**src/rtl/tunnel_painter.sv**
```systemverilog
// tunnel_painter: animated concentric-ring painter.
//
// Each pixel's exact Euclidean distance from (CX, CY) is computed with a fully
// pipelined restoring square root, then mapped together with the frame count to
// a 3-bit colour. One pixel is accepted per cycle. rgb belongs to the pixel that
// was presented LATENCY cycles earlier.
//
// Ports:
//   clk       system clock
//   reset     synchronous, active-high reset
//   frame     frame counter; travels with its pixel through the pipeline
//   subframe  PWM subframe, unused
//   x, y      pixel column / row
//   rgb       {red, green, blue}, forced to 0 until the pipeline holds valid data
//
// MODE 0: mono blue rings, MODE 1: 8-colour palette rings,
// MODE 2: independent R/G/B rings at 1x, 1/2x, 1/4x speed.
module tunnel_painter #(
  parameter int unsigned W           = 6,
  parameter int unsigned CX          = 32,
  parameter int unsigned CY          = 32,
  parameter int unsigned RING_SHIFT  = 0,
  parameter int unsigned SPEED_SHIFT = 2,
  parameter int unsigned MODE        = 0
) (
  input  logic         clk,
  input  logic         reset,
  input  logic [9:0]   frame,
  input  logic [7:0]   subframe,
  input  logic [W-1:0] x,
  input  logic [W-1:0] y,
  output logic [2:0]   rgb
);

  localparam int unsigned LATENCY = W + 5;
  localparam int unsigned RADW    = 2 * W + 2;  // radicand padded to an even width
  localparam int unsigned RW      = W + 3;      // remainder width

  localparam logic [W-1:0] CxW = W'(CX);
  localparam logic [W-1:0] CyW = W'(CY);

  // ---------------------------------------------------------------------------
  // Stage 1: absolute offsets from the centre
  // ---------------------------------------------------------------------------
  logic [W-1:0] dx_d, dy_d, dx_q, dy_q;
  logic [9:0]   fr1_q;

  always_comb begin
    dx_d = (x >= CxW) ? (x - CxW) : (CxW - x);
    dy_d = (y >= CyW) ? (y - CyW) : (CyW - y);
  end

  always_ff @(posedge clk) begin
    if (reset) begin
      dx_q  <= '0;
      dy_q  <= '0;
      fr1_q <= '0;
    end else begin
      dx_q  <= dx_d;
      dy_q  <= dy_d;
      fr1_q <= frame;
    end
  end

  // ---------------------------------------------------------------------------
  // Stage 2: squares
  // ---------------------------------------------------------------------------
  logic [2*W-1:0] dx2_d, dy2_d, dx2_q, dy2_q;
  logic [9:0]     fr2_q;

  always_comb begin
    dx2_d = {{W{1'b0}}, dx_q} * {{W{1'b0}}, dx_q};
    dy2_d = {{W{1'b0}}, dy_q} * {{W{1'b0}}, dy_q};
  end

  always_ff @(posedge clk) begin
    if (reset) begin
      dx2_q <= '0;
      dy2_q <= '0;
      fr2_q <= '0;
    end else begin
      dx2_q <= dx2_d;
      dy2_q <= dy2_d;
      fr2_q <= fr1_q;
    end
  end

  // ---------------------------------------------------------------------------
  // Stage 3: squared distance; the extra bit makes overflow impossible
  // ---------------------------------------------------------------------------
  logic [2*W:0] r2_q;
  logic [9:0]   fr3_q;

  always_ff @(posedge clk) begin
    if (reset) begin
      r2_q  <= '0;
      fr3_q <= '0;
    end else begin
      r2_q  <= {1'b0, dx2_q} + {1'b0, dy2_q};
      fr3_q <= fr2_q;
    end
  end

  // ---------------------------------------------------------------------------
  // Stages 4 .. W+4: restoring square root, one root bit per stage, MSB first.
  // Each stage pulls the next two radicand bits into the remainder and tries
  // subtracting {root, 01}; success sets the new root bit.
  // ---------------------------------------------------------------------------
  for (genvar j = 0; j <= W; j++) begin : g_sqrt
    logic [RADW-1:0] rad_in, rad_q;
    logic [RW-1:0]   rem_in, rem_q;
    logic [W:0]      root_in, root_q;
    logic [9:0]      fr_in, fr_q;
    logic [RW+1:0]   rem_sh, trial;
    logic            ge;

    if (j == 0) begin : g_first
      assign rad_in  = {1'b0, r2_q};
      assign rem_in  = '0;
      assign root_in = '0;
      assign fr_in   = fr3_q;
    end else begin : g_rest
      assign rad_in  = g_sqrt[j-1].rad_q;
      assign rem_in  = g_sqrt[j-1].rem_q;
      assign root_in = g_sqrt[j-1].root_q;
      assign fr_in   = g_sqrt[j-1].fr_q;
    end

    always_comb begin
      rem_sh = {rem_in, rad_in[RADW-1 -: 2]};
      trial  = {2'b00, root_in, 2'b01};
      ge     = (rem_sh >= trial);
    end

    always_ff @(posedge clk) begin
      if (reset) begin
        rad_q  <= '0;
        rem_q  <= '0;
        root_q <= '0;
        fr_q   <= '0;
      end else begin
        rad_q  <= rad_in << 2;
        rem_q  <= ge ? RW'(rem_sh - trial) : RW'(rem_sh);
        root_q <= {root_in[W-1:0], ge};
        fr_q   <= fr_in;
      end
    end
  end

  // Integer distance floor(sqrt(r2)), exposed for observation.
  logic [W:0] r_dist;
  logic [9:0] fr_out;
  assign r_dist = g_sqrt[W].root_q;
  assign fr_out = g_sqrt[W].fr_q;

  // ---------------------------------------------------------------------------
  // Stage W+5: colour
  // ---------------------------------------------------------------------------
  logic [W:0] r_ring;
  logic [W:0] phase [3];
  logic [W:0] c     [3];
  logic [2:0] rgb_d, rgb_q;

  always_comb begin
    r_ring = r_dist >> RING_SHIFT;
    for (int k = 0; k < 3; k++) begin
      // Phase is reduced modulo 2^(W+1), so the frame wrap is a single ring step.
      phase[k] = (W+1)'({22'd0, fr_out} >> (SPEED_SHIFT + 32'(k)));
      c[k]     = r_ring - phase[k];
    end
    rgb_d = 3'b000;
    if (MODE == 0) begin
      rgb_d = {2'b00, c[0][1] & c[0][0]};
    end else if (MODE == 1) begin
      rgb_d = c[0][2:0];
    end else begin
      rgb_d = {&c[0][1:0], &c[1][1:0], &c[2][1:0]};
    end
  end

  // One valid bit per pipeline stage; the top bit qualifies rgb_q.
  logic [LATENCY-1:0] valid_q;

  always_ff @(posedge clk) begin
    if (reset) begin
      rgb_q   <= 3'b000;
      valid_q <= '0;
    end else begin
      rgb_q   <= rgb_d;
      valid_q <= {valid_q[LATENCY-2:0], 1'b1};
    end
  end

  assign rgb = valid_q[LATENCY-1] ? rgb_q : 3'b000;

  // Sink for bits that are intentionally not consumed.
  logic unused_sink;
  assign unused_sink = ^{g_sqrt[W].rad_q, g_sqrt[W].rem_q, subframe, c[0], c[1], c[2]};

endmodule

```
**config.mk**
```make
export PLATFORM = sky130hd
export DESIGN_NAME = tunnel_painter
export DESIGN_NICKNAME = d
export VERILOG_FILES = /design/src/rtl/tunnel_painter.sv
export SDC_FILE = /design/constraint.sdc
export NUM_CORES = 1
export LEC_CHECK = 0
export CAP_MARGIN = 5
export CORE_AREA = 2 2 172 174
export DETAILED_ROUTE_END_ITERATION = 10
export DIE_AREA = 0 0 174 176
export SYNTH_ARGS = -nofsm -noshare
export SYNTH_HDL_FRONTEND = slang
export SYNTH_SLANG_ARGS = --single-unit
```
**constraint.sdc**
```tcl
create_clock -name clk -period 5 [get_ports clk]
set_input_delay 1 -clock clk [delete_from_list [all_inputs] [get_ports clk]]
set_output_delay 1 -clock clk [all_outputs]
set_load 0.01 [all_outputs]
```
==> metrics.cfg <==
[logic_synthesis]
muxShareOfSynthArea_pct = 2.39
ys.warnings.count = 0
synth_ff_type = dfxtp_1
synthCells = 887
ys_seq_area_share_pct = 44.3
synth_compound_area_share_pct = 10.2
synth_simple_gate_area_share_pct = 19.2
synth_top_family_by_area = simple AND/OR/NAND/NOR gates
syn_avg_cell_area_um2 = 9.63
synth_cell_types = 64
syn-cell-area_um2 = 8550
synthArstFlopShare_pct = 0
synthAdderAreaFrac_pct = 14.4
ys_ff_latch = 189
synth-xor-area-share_pct = 4.30
synth_edf_count = 0

[power]
ir_worst_vdd_mv = 0.253
powerDensity_nw_per_um2 = 376
power_leakage_nw = 4.05

[finish]
area_growth_pct = 13.7
layout-drive-gt1-share_pct = 6.26
diodes = 0
nNetsFinal = 1018

[grt]
track_usage_pct = 9.34
grt_pass1_vias = 5461
grt_max_degree = 101
gr-total-overflow = 0
grt_antenna_before_repair = 0
grt_pass1_wl_um = 23700

[clocking]
cts_buffer_depth = 2
clkTransAtPathRegs_ns = 0.08
insertion_delay_ns = 0.43
numCtsBuffers = 17
cts_resized = 0
clkSinkCount = 189
postCtsHoldBufs = 0
root_buffer = clkbuf_16
post_cts_buffers = 0
cts_tree = done
htreeDepth = 4

[place]
io_buffers = 16
gp_congestion = 0.812
place_hpwl_um = 9460

[floorplanning]
fp.dieW_um = 174
ioPinCount = 35
rows = 62
core_region_area_um2 = 28500
dieHeight_um = 176
dieArea_um2 = 30600
start_util_pct = 29.9

[routing]
wl_met3_um = 272
drt-initial-drc-count = 226
highest_layer = met4
drt-met1-wl_um = 5900
drc = 0
vias = 5515
dr_wl_met2_um = 6620
ant_nets = 0
drtPass1Iterations = 4
wl_um = 13100
via_per_inst = 4.26
post_drt_wl_per_cell_um = 10.1

[setup_path]
max_stage_delay_ns = 0.54
crit_type = register to register
cp-start-kind = register
startpoint = dy_q[3]$_SDFF_PP0_
endpoint = dy2_q[11]$_SDFF_PP0_
r2r_start = dy_q[3]$_SDFF_PP0_
critical_path_arrival_ns = 4.18
reg2regPathDepth = 13
cp.required_ns = 5.29
crit_path_top_delay_cell = fa_1
crit_path_end_kind = register
cp_cell_sequence = inv_1, nor2_1, fa_1, inv_1, fa_1, fa_1, inv_1, ha_1, a21oi_1, o21ai_0, a2111oi_0, o21ai_0, nor3b_1
r2r_slack_ns = 1.11
r2r-end = dy2_q[11]$_SDFF_PP0_
crit_fanout = 7

[run]
drv_cap = 0

[timing]
slew_viol_final = 0
clock_skew_ns = 0.00961
rsz0062_at_grt = no
relSlewSlack_pct = 36.8
hold_viol_final = 0
fin_crit_ns = 3.89
max_freq_ghz = 0.257
finalSetupViolCount = 0
fin_tns_setup_ns = 0
timing.final.crit_share_pct = 77.8
worst_pin_slew_ns = 0.948
finalHoldWorstSlack_ns = 0.430

[outcome]
run_status = complete, no violations

[min_path]
min_path_type = register to register
hold_path_startpoint = g_sqrt[2].rad_q[6]$_SDFF_PP0_

-- power breakdown --
part	switching [mW]	internal [mW]	total, mW	leakage (nW)
Clock	0.672	0.693	1.36	0.302
Combinational	0.327	0.283	0.610	2.20
Sequential	0.0524	1.62	1.67	1.55
Total	1.05	2.60	3.65	4.05
-- routing by layer --
metal	vias to the layer above	track usage, %
met5	-	0
met4	0	4.10
met3	23	2.37
met2	35	17.2
met1	2530	10.2
li1	2927	-
-- worst min-delay path by stage --
stage | endpoint | depth (start not counted)
after floorplan | g_sqrt[4].root_q[1]$_SDFF_PP0_ | 2
after global placement | g_sqrt[3].fr_q[3]$_SDFF_PP0_ | 1
after detailed placement | fr2_q[3]$_SDFF_PP0_ | 1
after CTS | g_sqrt[3].rad_q[8]$_SDFF_PP0_ | 1
after global routing | g_sqrt[4].rad_q[13]$_SDFF_PP0_ | 1
final | g_sqrt[3].rad_q[8]$_SDFF_PP0_ | 1
-- flip-flops by register name (all words and copies together) (netlist names) --
signal	cells
fr2_q	2
r2_q	13
g_sqrt.rad_q	42
dx_q	6
fr_out	2
dy2_q	11
g_sqrt.fr_q	12
fr3_q	2
g_sqrt.rem_q	45
dy_q	6
rgb_q	1
g_sqrt.root_q	23
dx2_q	11
fr1_q	2
valid_q	11
-- metrics by stage --
stage               cell area (µm²)  worst slack (ns)  total power [mW]  instances  util (%)
finish                         9710              1.11              3.65       1294      34.0
global route                   9710             0.834              3.86       1294      34.0
CTS                            9710              1.11              3.71       1294      34.0
detailed placement             9080              1.14              2.33       1262      31.8
global placement               9080              1.18              2.31       1262      31.8
floorplan                      8550              1.46              2.20        889         -
-- logic make-up (layout without fill, tap and decap cells) --
family | Yosys count | count (layout)
XOR/XNOR | 42 | 42
multiplexers | 20 | 20
other | 1 | 3
buffers and inverters | 115 | 136
adder cells (fa/ha/maj) | 89 | 89
AO/OA/AOI/OAI | 125 | 125
AND/OR/NAND/NOR | 306 | 306
flip-flops | 189 | 189
-- worst max-delay path, delay by kind of cell, from the launching register on --
| kind | cells | cell delay, ns |
|---|---|---|
| adder cells (fa/ha/maj) | 4 | 1.73 |
| AO/OA/AOI/OAI | 4 | 1.01 |
| flip-flops | 1 | 0.46 |
| AND/OR/NAND/NOR | 2 | 0.28 |
| buffers and inverters | 3 | 0.27 |
-- synthesized netlist by cell type (4+ instances only) --
| master | instances | share of area, % |
|---|---|---|
| a31oi_1 | 9 | 0.66 |
| xnor2_1 | 32 | 3.3 |
| nand2_1 | 26 | 1.1 |
| a21o_1 | 5 | 0.44 |
| mux2i_1 | 17 | 2.0 |
| or2_2 | 5 | 0.37 |
| o21a_1 | 15 | 1.3 |
| nor3b_1 | 4 | 0.35 |
| nand3_1 | 4 | 0.23 |
| ha_1 | 73 | 11 |
| fa_1 | 16 | 3.7 |
| and2_1 | 25 | 1.8 |
| clkbuf_1 | 21 | 0.92 |
| nor2b_1 | 100 | 7.3 |
| nor2_1 | 93 | 4.1 |
| dfxtp_1 | 189 | 44 |
| inv_1 | 87 | 3.8 |
| a211oi_1 | 7 | 0.61 |
| xor2_1 | 10 | 1.0 |
| o21ai_0 | 18 | 1.1 |
| nor3_1 | 15 | 0.88 |
| or3_1 | 8 | 0.59 |
| a21oi_1 | 35 | 2.0 |
| nor4_1 | 7 | 0.51 |
-- cell usage in the layout (no fill, tap or decap), types with 3 or more instances in the layout --
cell and n:
mux2_2 3, o21bai_1 3, and2_1 25, nand3_1 4
o31a_1 3, o31ai_1 3, o21ai_1 3, nand3b_1 3
o21ai_0 18, nand2_1 26, xor2_1 10, or4_1 3
conb_1 3, nor4_1 7, xnor2_1 32, a31oi_1 9
clkbuf_16 17, ha_1 73, a21o_1 5, or3_1 8
nor3_1 15, fa_1 16, dfxtp_1 189, a21boi_0 3
a211oi_1 7, or2_2 5, clkinv_8 7, nor2b_1 100
mux2i_1 17, nor3b_1 4, inv_1 87, inv_12 3
nor2_1 93, o21a_1 15, a21oi_1 35, inv_6 5
clkdlybuf4s50_1 15
-- final cells by class --
cell class / instances / area [µm²]
Inverter: 87 / 327
Clock buffer: 17 / 425
Fill cell: 2941 / 18800
Timing Repair Buffer: 17 / 169
Tap cell: 384 / 480
Clock inverter: 15 / 206
Multi-Input combinational cell: 585 / 4320
Sequential cell: 189 / 3780
Power figures use the tool's default switching activity.
